--- src/rtl/mem_port_arbiter.sv ---
// ---------------------------------------------------------------------------
// mem_port_arbiter
//
// Shares one single-port synchronous memory between the instruction-fetch
// (IF) port and the load/store (LS) port. One transaction is in flight at a
// time. The memory port is driven from registers; read data is returned to
// the owner of the transaction after a fixed latency.
//
// Handshake: a requester raises *_req and holds it (and its address/data)
// stable until it sees *_ready high in the same cycle; the transfer happens
// on that rising edge. *_ready is only ever high in IDLE, and at most one of
// if_ready / ls_ready is high. *_rvalid is a one-cycle pulse with *_rdata
// valid in that cycle; it has no back-pressure.
//
// Optional build macro: MEM_ARB_BYPASS_EN
//   undefined : response registered, rvalid in a separate RESP cycle
//   defined   : RESP removed, rvalid/rdata forwarded from mem_rdata in the
//               last WAIT cycle
//
// Ports:
//   clock, reset           clock (rising edge), synchronous active-high reset
//   if_req/if_addr         fetch request (always a full-word read)
//   if_ready/if_rvalid/if_rdata   fetch accept, response pulse, response data
//   ls_req/ls_we/ls_addr/ls_wdata/ls_be   load/store request
//   ls_ready/ls_rvalid/ls_rdata   load/store accept, load response
//   mem_en/mem_we/mem_addr/mem_wdata/mem_be/mem_rdata   memory port
//   busy                   high whenever the FSM is not in IDLE
//   dbg_state              current FSM state (0 IDLE,1 ISSUE,2 WAIT,3 RESP)
//   dbg_starve_cnt         consecutive LS grants while IF was waiting
// ---------------------------------------------------------------------------
module mem_port_arbiter #(
    parameter int ADDR_W       = 32,
    parameter int DATA_W       = 32,
    parameter int MEM_LATENCY  = 2,
    parameter int STARVE_LIMIT = 4,
    localparam int SC_W        = $clog2(STARVE_LIMIT + 1),
    localparam int WC_W        = $clog2(MEM_LATENCY + 1)
) (
    input  logic                  clock,
    input  logic                  reset,
    input  logic                  if_req,
    input  logic [ADDR_W-1:0]     if_addr,
    output logic                  if_ready,
    output logic                  if_rvalid,
    output logic [DATA_W-1:0]     if_rdata,
    input  logic                  ls_req,
    input  logic                  ls_we,
    input  logic [ADDR_W-1:0]     ls_addr,
    input  logic [DATA_W-1:0]     ls_wdata,
    input  logic [DATA_W/8-1:0]   ls_be,
    output logic                  ls_ready,
    output logic                  ls_rvalid,
    output logic [DATA_W-1:0]     ls_rdata,
    output logic                  mem_en,
    output logic                  mem_we,
    output logic [ADDR_W-1:0]     mem_addr,
    output logic [DATA_W-1:0]     mem_wdata,
    output logic [DATA_W/8-1:0]   mem_be,
    input  logic [DATA_W-1:0]     mem_rdata,
    output logic                  busy,
    output logic [1:0]            dbg_state,
    output logic [SC_W-1:0]       dbg_starve_cnt
);

    typedef enum logic [1:0] {
        S_IDLE  = 2'd0,
        S_ISSUE = 2'd1,
        S_WAIT  = 2'd2,
        S_RESP  = 2'd3
    } state_t;

    state_t                state_q;
    logic                  owner_ls_q;     // 1 = LS owns the transaction
    logic [WC_W-1:0]       wait_cnt_q;
    logic [SC_W-1:0]       starve_cnt_q;
    logic [SC_W-1:0]       starve_cnt_d;
    logic                  mem_en_q;
    logic                  mem_we_q;
    logic [ADDR_W-1:0]     mem_addr_q;
    logic [DATA_W-1:0]     mem_wdata_q;
    logic [DATA_W/8-1:0]   mem_be_q;
    logic [DATA_W-1:0]     if_rdata_q;
    logic [DATA_W-1:0]     ls_rdata_q;
`ifndef MEM_ARB_BYPASS_EN
    logic                  if_rvalid_q;
    logic                  ls_rvalid_q;
`endif

    logic is_idle;
    logic force_if;
    logic if_grant;
    logic ls_grant;
    logic last_wait;

    assign is_idle   = (state_q == S_IDLE);
    // IF has waited through STARVE_LIMIT LS grants: it wins the next tie.
    assign force_if  = (starve_cnt_q == SC_W'(STARVE_LIMIT)) && if_req;
    assign ls_grant  = is_idle && ls_req && !force_if;
    assign if_grant  = is_idle && if_req && (!ls_req || force_if);
    assign last_wait = (state_q == S_WAIT) && (wait_cnt_q == '0);

    // Starvation counter only moves in IDLE; it counts LS wins over a
    // pending fetch and saturates at the limit.
    always_comb begin
        starve_cnt_d = starve_cnt_q;
        if (is_idle) begin
            if (if_grant || !if_req) begin
                starve_cnt_d = '0;
            end else if (ls_grant && (starve_cnt_q != SC_W'(STARVE_LIMIT))) begin
                starve_cnt_d = starve_cnt_q + 1'b1;
            end
        end
    end

    always_ff @(posedge clock) begin
        if (reset) begin
            state_q      <= S_IDLE;
            owner_ls_q   <= 1'b0;
            wait_cnt_q   <= '0;
            starve_cnt_q <= '0;
            mem_en_q     <= 1'b0;
            mem_we_q     <= 1'b0;
            mem_addr_q   <= '0;
            mem_wdata_q  <= '0;
            mem_be_q     <= '0;
            if_rdata_q   <= '0;
            ls_rdata_q   <= '0;
`ifndef MEM_ARB_BYPASS_EN
            if_rvalid_q  <= 1'b0;
            ls_rvalid_q  <= 1'b0;
`endif
        end else begin
            starve_cnt_q <= starve_cnt_d;
            // Strobes are single-cycle unless a grant re-arms them below.
            mem_en_q     <= 1'b0;
            mem_we_q     <= 1'b0;
            mem_be_q     <= '0;
`ifndef MEM_ARB_BYPASS_EN
            if_rvalid_q  <= 1'b0;
            ls_rvalid_q  <= 1'b0;
`endif
            case (state_q)
                S_IDLE: begin
                    if (ls_grant) begin
                        owner_ls_q  <= 1'b1;
                        mem_en_q    <= 1'b1;
                        mem_we_q    <= ls_we;
                        mem_addr_q  <= ls_addr;
                        mem_wdata_q <= ls_wdata;
                        mem_be_q    <= ls_be;
                        state_q     <= S_ISSUE;
                    end else if (if_grant) begin
                        // Fetches are full-word reads; write data is left as is.
                        owner_ls_q  <= 1'b0;
                        mem_en_q    <= 1'b1;
                        mem_we_q    <= 1'b0;
                        mem_addr_q  <= if_addr;
                        mem_be_q    <= '1;
                        state_q     <= S_ISSUE;
                    end
                end
                S_ISSUE: begin
                    // mem_we_q still holds this transaction's direction here.
                    if (mem_we_q) begin
                        state_q <= S_IDLE;
                    end else begin
                        wait_cnt_q <= WC_W'(MEM_LATENCY - 1);
                        state_q    <= S_WAIT;
                    end
                end
                S_WAIT: begin
                    if (last_wait) begin
                        if (owner_ls_q) begin
                            ls_rdata_q <= mem_rdata;
                        end else begin
                            if_rdata_q <= mem_rdata;
                        end
`ifdef MEM_ARB_BYPASS_EN
                        state_q <= S_IDLE;
`else
                        if_rvalid_q <= !owner_ls_q;
                        ls_rvalid_q <= owner_ls_q;
                        state_q     <= S_RESP;
`endif
                    end else begin
                        wait_cnt_q <= wait_cnt_q - 1'b1;
                    end
                end
                S_RESP: begin
                    state_q <= S_IDLE;
                end
                default: begin
                    state_q <= S_IDLE;
                end
            endcase
        end
    end

    assign if_ready       = if_grant;
    assign ls_ready       = ls_grant;
    assign mem_en         = mem_en_q;
    assign mem_we         = mem_we_q;
    assign mem_addr       = mem_addr_q;
    assign mem_wdata      = mem_wdata_q;
    assign mem_be         = mem_be_q;
    assign busy           = !is_idle;
    assign dbg_state      = state_q;
    assign dbg_starve_cnt = starve_cnt_q;

`ifdef MEM_ARB_BYPASS_EN
    // Response forwarded straight from the memory in the capture cycle,
    // then held from the register until the next capture.
    assign if_rvalid = last_wait && !owner_ls_q;
    assign ls_rvalid = last_wait && owner_ls_q;
    assign if_rdata  = if_rvalid ? mem_rdata : if_rdata_q;
    assign ls_rdata  = ls_rvalid ? mem_rdata : ls_rdata_q;
`else
    assign if_rvalid = if_rvalid_q;
    assign ls_rvalid = ls_rvalid_q;
    assign if_rdata  = if_rdata_q;
    assign ls_rdata  = ls_rdata_q;
`endif

endmodule

--- config.mk ---
export PLATFORM = sky130hd
export DESIGN_NAME = mem_port_arbiter
export DESIGN_NICKNAME = d
export VERILOG_FILES = /design/src/rtl/mem_port_arbiter.sv
export SDC_FILE = /design/constraint.sdc
export NUM_CORES = 1
export LEC_CHECK = 0
export ABC_AREA = 1
export ABC_CLOCK_PERIOD_IN_PS = 1900
export BUFFER_PORTS_ARGS = -buffer_cell sky130_fd_sc_hd__buf_2
export CORE_MARGIN = 3
export CORE_UTILIZATION = 46
export DETAILED_ROUTE_END_ITERATION = 6
export GPL_TIMING_DRIVEN = 0
export MAX_ROUTING_LAYER = met4
export PLACE_DENSITY = 0.85
export SLEW_MARGIN = 20
export SYNTH_ARGS = -nofsm -noshare
export SYNTH_HDL_FRONTEND = slang
export SYNTH_SLANG_ARGS = --single-unit
export TNS_END_PERCENT = 1
--- constraint.sdc ---
create_clock -name clock -period 1.9 [get_ports clock]
set_clock_uncertainty 0.1 [all_clocks]
set_input_delay 0.095 -clock clock [delete_from_list [all_inputs] [get_ports clock]]
set_output_delay 0.095 -clock clock [all_outputs]
set_load 0.02 [all_outputs]
-- Word level (Yosys, flattened, before mapping)
Cells that the tools add are included.
- bits in registers: 144
- bits of input ports: 137
- output and inout port bits: 144
- word-level logic and storage cells: 76
- $add $sub $neg: 2
- equal/unequal tests: 9
- mux-type cells: 18
- bitwise logic cells: 5
- reduce and logical (&&, ||, !) cells: 29
- operators by type and width (cell ; count):
    two-way mux 32 bit ; 2
    two-way mux 2 bit ; 6
    AND reduction 3 bit ; 3
    two-way mux 4 bit ; 2
    one-hot mux 2 bit (4 select lines) ; 1
    AND reduction 2 bit ; 4
    logical AND 1 bit ; 7
    two-way mux 3 bit ; 2
    inequality test 2 bit (second input constant) ; 3
    nonzero test 2 bit ; 3
    OR reduction 3 bit ; 2
    logical NOT 1 bit ; 5
    inverter 1 bit ; 5
    equality test 2 bit (second input constant) ; 2
    logical NOT 2 bit ; 2
    two-way mux 1 bit ; 4
    one-hot mux 2 bit (2 select lines) ; 1
    adder 3 x 1 -> 3 bit (second input constant) ; 1
    equality test 3 bit (second input constant) ; 1
    inequality test 3 x 1 -> 1 bit (second input constant) ; 1
    inequality test 3 bit (second input constant) ; 1
    equality test 2 x 1 -> 1 bit (second input constant) ; 1
    logical OR 1 bit ; 2
    OR reduction 2 bit ; 1
    subtractor 2 x 1 -> 2 bit (second input constant) ; 1

-- Depth between registers and ports, before layout
- depth after elaboration: 7
- depth in mapped cells: 9
- gate-level depth less buffers: 8

-- Least setup slack after synthesis
Ideal clock, no wire load.
- kind: reg-to-reg
- start: register starve_cnt_q[0] (netlist: dbg_starve_cnt[0])
- end: register mem_wdata_q[10] (netlist: mem_wdata[10])
- library setup time: 0.116 ns
- arrival time: 1.459 ns
- data required time: 1.684 ns
- slack: 0.225 ns
- stages on the path, launching flop included: 9
- path buffers: 2
- period minus slack after synthesis: 1.675 ns
- cells stage by stage: dfxtp_1 inv_1 ha_1 nand3_4 nand3_2 buf_4 buf_2 o21ai_0 nor2_1
- word-level cells in the longest chain between the ends: 5
- RTL lines (what ; line ; RTL):
    from (decl) ; 75 ; logic [SC_W-1:0] starve_cnt_q;
    from (signal assigned) ; 133 ; starve_cnt_q <= starve_cnt_d;
    equality test 3 bit ; 97 ; assign force_if = (starve_cnt_q == SC_W'(STARVE_LIMIT)) && if_req;
    logical AND 1 bit ; 97 ;
    logical NOT 1 bit ; 98 ; assign ls_grant = is_idle && ls_req && !force_if;
    logical AND 1 bit ; 98 ;
    AND reduction 2 bit (no line) ; - ;
    to (signal assigned) ; 149 ; mem_wdata_q <= ls_wdata;
    to (decl) ; 80 ; logic [DATA_W-1:0] mem_wdata_q;
No other way between the ends.
A chain may end at the register's enable or synchronous reset.

-- Final worst setup path
- start: register state_q[0] (netlist: dbg_state[0])
- end: register mem_addr_q[31] (netlist: mem_addr[31])
- word-level cells in the longest chain between the ends: 5
- elaborated cells between the ends (all ways): 8
- classes of those cells: 1 x mux; 7 x reduce/logical
- RTL lines (what ; line ; RTL):
    from (decl) ; 72 ; state_t state_q;
    from (signal assigned) ; 117 ; state_q <= S_IDLE;
    from (signal assigned) ; 151 ; state_q <= S_ISSUE;
    from (signal assigned) ; 159 ; state_q <= S_ISSUE;
    logical NOT 2 bit (*) ; 95, 142 ;
    logical AND 1 bit, on equally long branches (2 in a row) ; 99, 98 ;
    nonzero test 2 bit (no line) ; - ;
    AND reduction 2 bit (no line) ; - ;
    to (signal assigned) ; 148 ; mem_addr_q <= ls_addr;
    to (signal assigned) ; 157 ; mem_addr_q <= if_addr;
    to (decl) ; 79 ; logic [ADDR_W-1:0] mem_addr_q;
Mark *: on every way between the ends. The rest lies on a longest branch, timed or not.

==> impl_summary.log <==
INFO  metric period_needed = 1.85 ns
INFO  metric max-cap-violations = 0
INFO  metric worstPathRequired = between 2 and 2.5 ns
INFO  metric ctsHtreeMaxLevel = 4
INFO  metric synth_mux_area_share = 0%
INFO  metric placementRows = 40
INFO  metric clock_sink_count = between 100 and 150
INFO  metric port-buffer-count = ~280
INFO  metric worst_slew_pin_slew = slightly above 0.6 ns
INFO  metric cp_cell_sequence = nor2_4, buf_4, buf_4, buf_2, nand4_1, nand2_1, a21oi_1
INFO  metric switching_share = 40.7%
INFO  metric synth_enable_flop_cells = 0
INFO  metric die_width = 118 µm
INFO  metric post-synth-top-area-cell = sky130_fd_sc_hd__dfxtp_1
INFO  metric grt_pass1_wl = 41.7 mm
INFO  metric finalWirelength = about 27 mm
INFO  metric post_synth_and_or_nand_nor_area_fraction = about 24%
INFO  metric yosys_register_bits = about 140
INFO  metric ioPinCount = 281
INFO  metric hold_ws = approximately 0.045 ns
INFO  metric critical_path.max_fanout = 10
INFO  metric syn-mean-instance-area = 7.42 µm²
INFO  metric num-nets-final = between 1000 and 1500
INFO  metric yosys.area_share.xor_xnor = 0%
INFO  metric initial_antenna_violation_count = 1
INFO  metric worst_r2r_path_depth = 7
INFO  metric drt_first_pass_iters = 6
INFO  metric synthDistinctLibCells = 25
INFO  metric synthTopCellsByArea = sky130_fd_sc_hd__dfxtp_1, sky130_fd_sc_hd__nor2_1, sky130_fd_sc_hd__o21ai_0
INFO  metric worstReg2RegEnd = mem_addr[31]$_SDFFE_PP0P_
INFO  metric post_synth_instance_area = just under 6000 µm²
INFO  metric crit_path_end_kind = register
INFO  metric dpl-instance-area = around 7400 µm²
INFO  metric yosysMostFrequentCell = sky130_fd_sc_hd__dfxtp_1
INFO  metric max-vdd-ir-drop = about 760 µV
INFO  metric syn2layout_area_growth = 63.0%
INFO  metric layout.filler_cells = roughly 730
INFO  metric vias = 7877
INFO  metric synth.yosys.seq_area_share = between 40% and 50%
INFO  metric mapped_cells = 784
INFO  metric cp-start-kind = register
INFO  metric detail_route.wl_per_cell = between 15 and 20 µm
INFO  metric synthTopCellsByCount = sky130_fd_sc_hd__dfxtp_1, sky130_fd_sc_hd__nor2_1, sky130_fd_sc_hd__nand2_1
INFO  metric crit_path_max_incr_delay = approximately 0.38 ns
INFO  metric overflow = 0
INFO  metric grt_usage = a little under two fifths
INFO  metric numCtsBuffers = 17
INFO  metric grt_most_used_layer = met2
INFO  metric grtUsageMet2 = about 63%
INFO  metric maximum_number_of_pins_on_one_net_before_global_route_repair = 17
INFO  metric max-clock-path-buffers = 2
INFO  metric use_met1 = 40.4%
INFO  metric timing_worst_setup_path_type = reg2reg
INFO  metric drt_antenna_net_count = 0
INFO  metric gp_congestion = between 0.8 and 0.9
INFO  metric report.final.slew_viol_count = 0
INFO  metric static_leakage_power = between 0.004 and 0.005 µW
INFO  metric setup.reg_to_reg.worst_slack = approximately 0.047 ns
INFO  metric final_util = 77.9%
INFO  metric run_status = finished clean
INFO  metric hold_path_class = in2reg
INFO  metric hold_path_depth = 5
INFO  metric pwr-share-comb = 40.7%
INFO  metric drc_errors = 0
INFO  metric layout.cell_area.non_filler = roughly 9500 µm²
INFO  metric fin_setup_tns = 0 ns
INFO  metric netSwitchingPower = between 5000 and 6000 µW
INFO  metric power_density = about 1400 nW/µm²
INFO  metric largest_family_of_logic_cells_by_synthesized_area = simple AND/OR/NAND/NOR gates
INFO  metric ys_warn_count = 0
INFO  metric post_synthesis_share_of_cell_area_spent_on_full_adders_half_adders_and_majority_gates = 0.645%
INFO  metric ys_dominant_reg_cell = sky130_fd_sc_hd__dfxtp_1
INFO  metric core_area = between 10000 and 15000 µm²
INFO  metric drt_iter0_drc = roughly 1100
INFO  metric report.power.total = around 13000 µW
INFO  metric drive_above_1_share = 29.3%
INFO  metric startpoint = dbg_state[0]$_SDFFE_PP0P_
INFO  metric clk_pin_slew = 0.07 ns
INFO  metric synth_top_cell_area_share = 49.6%
INFO  metric grtUsageMet3 = about an eighth
INFO  metric internal_power = 7990 µW
INFO  metric critical_path.reg2reg.startpoint = dbg_state[0]$_SDFFE_PP0P_
INFO  metric synthesis.nets = about 920
INFO  metric max-slew-margin-rel = around 59%
INFO  metric hold_violations = 0
INFO  metric rsz_0062_raised_after_global_routing = yes
INFO  metric synth-compound-area-share = 15.1%
INFO  metric initial_utilization = ~48%
INFO  metric floorplan.die_area = about 14000 µm²
INFO  metric synth_async_sr_flop_share = 0%
INFO  metric clk_root_buffer_cell = sky130_fd_sc_hd__clkbuf_16
INFO  metric route.detailed.vias_per_inst = around 5.6
INFO  metric dp.final_hpwl = between 10 and 15 mm
INFO  metric floorplan.die.height = 118 µm
INFO  metric final.period_utilization = 97.5%
INFO  metric worst_ep_arrival_time = roughly 2 ns
INFO  metric timing.final.setup_violations = 0
INFO  metric hp-start = ls_addr[25]
INFO  metric clock.fmax = 0.540 GHz
INFO  metric worst_path_most_repeated_cell = sky130_fd_sc_hd__buf_4
INFO  metric first_global_vias = between 7000 and 8000
INFO  metric clock_insertion_delay_worst_skew = around 0.41 ns
INFO  metric p_seq_share = around a third
INFO  metric slowest_stage = sky130_fd_sc_hd__dfxtp_1
INFO  metric pwr-share-clk = 28.0%
INFO  metric hold-path-endpoint = mem_addr[25]$_SDFFE_PP0P_
INFO  metric cts_tree = done
[layout by cell type (no fill, tap or decap), types with 2 or more instances in the layout]
master / n
sky130_fd_sc_hd__dfxtp_1: 142
sky130_fd_sc_hd__nand3_2: 2
sky130_fd_sc_hd__clkinv_4: 3
sky130_fd_sc_hd__inv_1: 78
sky130_fd_sc_hd__ha_1: 3
sky130_fd_sc_hd__o21ai_0: 90
sky130_fd_sc_hd__nand4_1: 32
sky130_fd_sc_hd__o21ai_1: 8
sky130_fd_sc_hd__nor2_1: 139
sky130_fd_sc_hd__nand2_1: 105
sky130_fd_sc_hd__diode_2: 3
sky130_fd_sc_hd__inv_2: 2
sky130_fd_sc_hd__dlygate4sd3_1: 134
sky130_fd_sc_hd__a21oi_1: 75
sky130_fd_sc_hd__buf_6: 8
sky130_fd_sc_hd__nand2_2: 2
sky130_fd_sc_hd__o21ai_2: 2
sky130_fd_sc_hd__buf_2: 289
sky130_fd_sc_hd__nand3_1: 34
sky130_fd_sc_hd__clkbuf_1: 27
sky130_fd_sc_hd__clkbuf_16: 17
sky130_fd_sc_hd__buf_4: 6
sky130_fd_sc_hd__clkbuf_2: 5
sky130_fd_sc_hd__dfxtp_2: 2
sky130_fd_sc_hd__nor2_4: 2
sky130_fd_sc_hd__bufinv_16: 5
sky130_fd_sc_hd__inv_6: 6
sky130_fd_sc_hd__clkbuf_4: 3
[per-layer routing]
metal  up-vias  wire (µm)
li1       3409          -
met1      3569       9140
met2       715      12600
met3       184       3360
met4         0       1670
met5         -          0
[worst max path at each step]
stage                                            end  slack [ns]
after floorplan           mem_wdata[10]$_SDFFE_PP0P_        0.23
after global placement     mem_addr[25]$_SDFFE_PP0P_        0.06
after detailed placement   mem_addr[25]$_SDFFE_PP0P_        0.04
after CTS                  mem_addr[25]$_SDFFE_PP0P_        0.02
after global routing       mem_addr[26]$_SDFFE_PP0P_       -0.03
final                      mem_addr[31]$_SDFFE_PP0P_        0.05
[stage by stage]
step | cells | setup WS [ns]
global route | 1399 | -0.0290
floorplan | 784 | 0.225
detailed placement | 1230 | 0.0429
CTS | 1398 | 0.0233
finish | 1401 | 0.0468
global placement | 1230 | 0.0607
[repair_timing]
action / in CTS / in global routing
endpoints found under the hold margin: 135 / 0
setup buffers: 3 / 0
resized for setup: 3 / 21
setup endpoints to repair: 2 / 32
hold buffers: 134 / 0
pin swaps: 1 / 0
[cell type report]
type                            count  area, µm²  area share (%)
Sequential cell                   144       2890            30.4
Tap cell                          168        210            2.22
Clock buffer                       18        439            4.63
Multi-Input combinational cell    500       2330            24.5
Timing Repair Buffer              415       2760            29.1
Inverter                           81        309            3.26
Antenna cell                        3       7.51          0.0792
Clock inverter                     14        225            2.38
Buffer                             58        320            3.38
[flip-flops by register name, indices dropped and copies added, names as in the netlist, named ones only]
name,flops
dbg_starve_cnt,3
dbg_state,1
if_rdata,32
if_rvalid,1
ls_rdata,32
ls_rvalid,1
mem_addr,32
mem_be,4
mem_en,1
mem_wdata,32
mem_we,1
owner_ls_q,1
wait_cnt_q,2
[critical path: cells and delay by family (launching register included)]
| kind | cells | cell delay, ns |
|---|---|---|
| flops | 1 | 0.38 |
| buf+inv | 3 | 0.63 |
| simple gates | 3 | 0.53 |
| compound gates | 1 | 0.08 |
[kinds of logic after synthesis]
group                      after synthesis
AOI/OAI and AO/OA                      175
and+or+nand+nor                        322
DFF                                    144
adders and majority gates                3
buffers and inverters                  140
[power by group through the flow]
| stage | Combinational [µW] | Sequential, µW | Clock (µW) |
|---|---|---|---|
| detailed placement | 4740 | 4210 | 0 |
| CTS | 5050 | 4160 | 3780 |
| floorplan | 2290 | 5080 | 0 |
| global route | 5840 | 4290 | 3920 |
| global placement | 4680 | 4180 | 0 |
| finish | 5480 | 4230 | 3770 |
No activity file was read; power rests on OpenSTA's default activity.
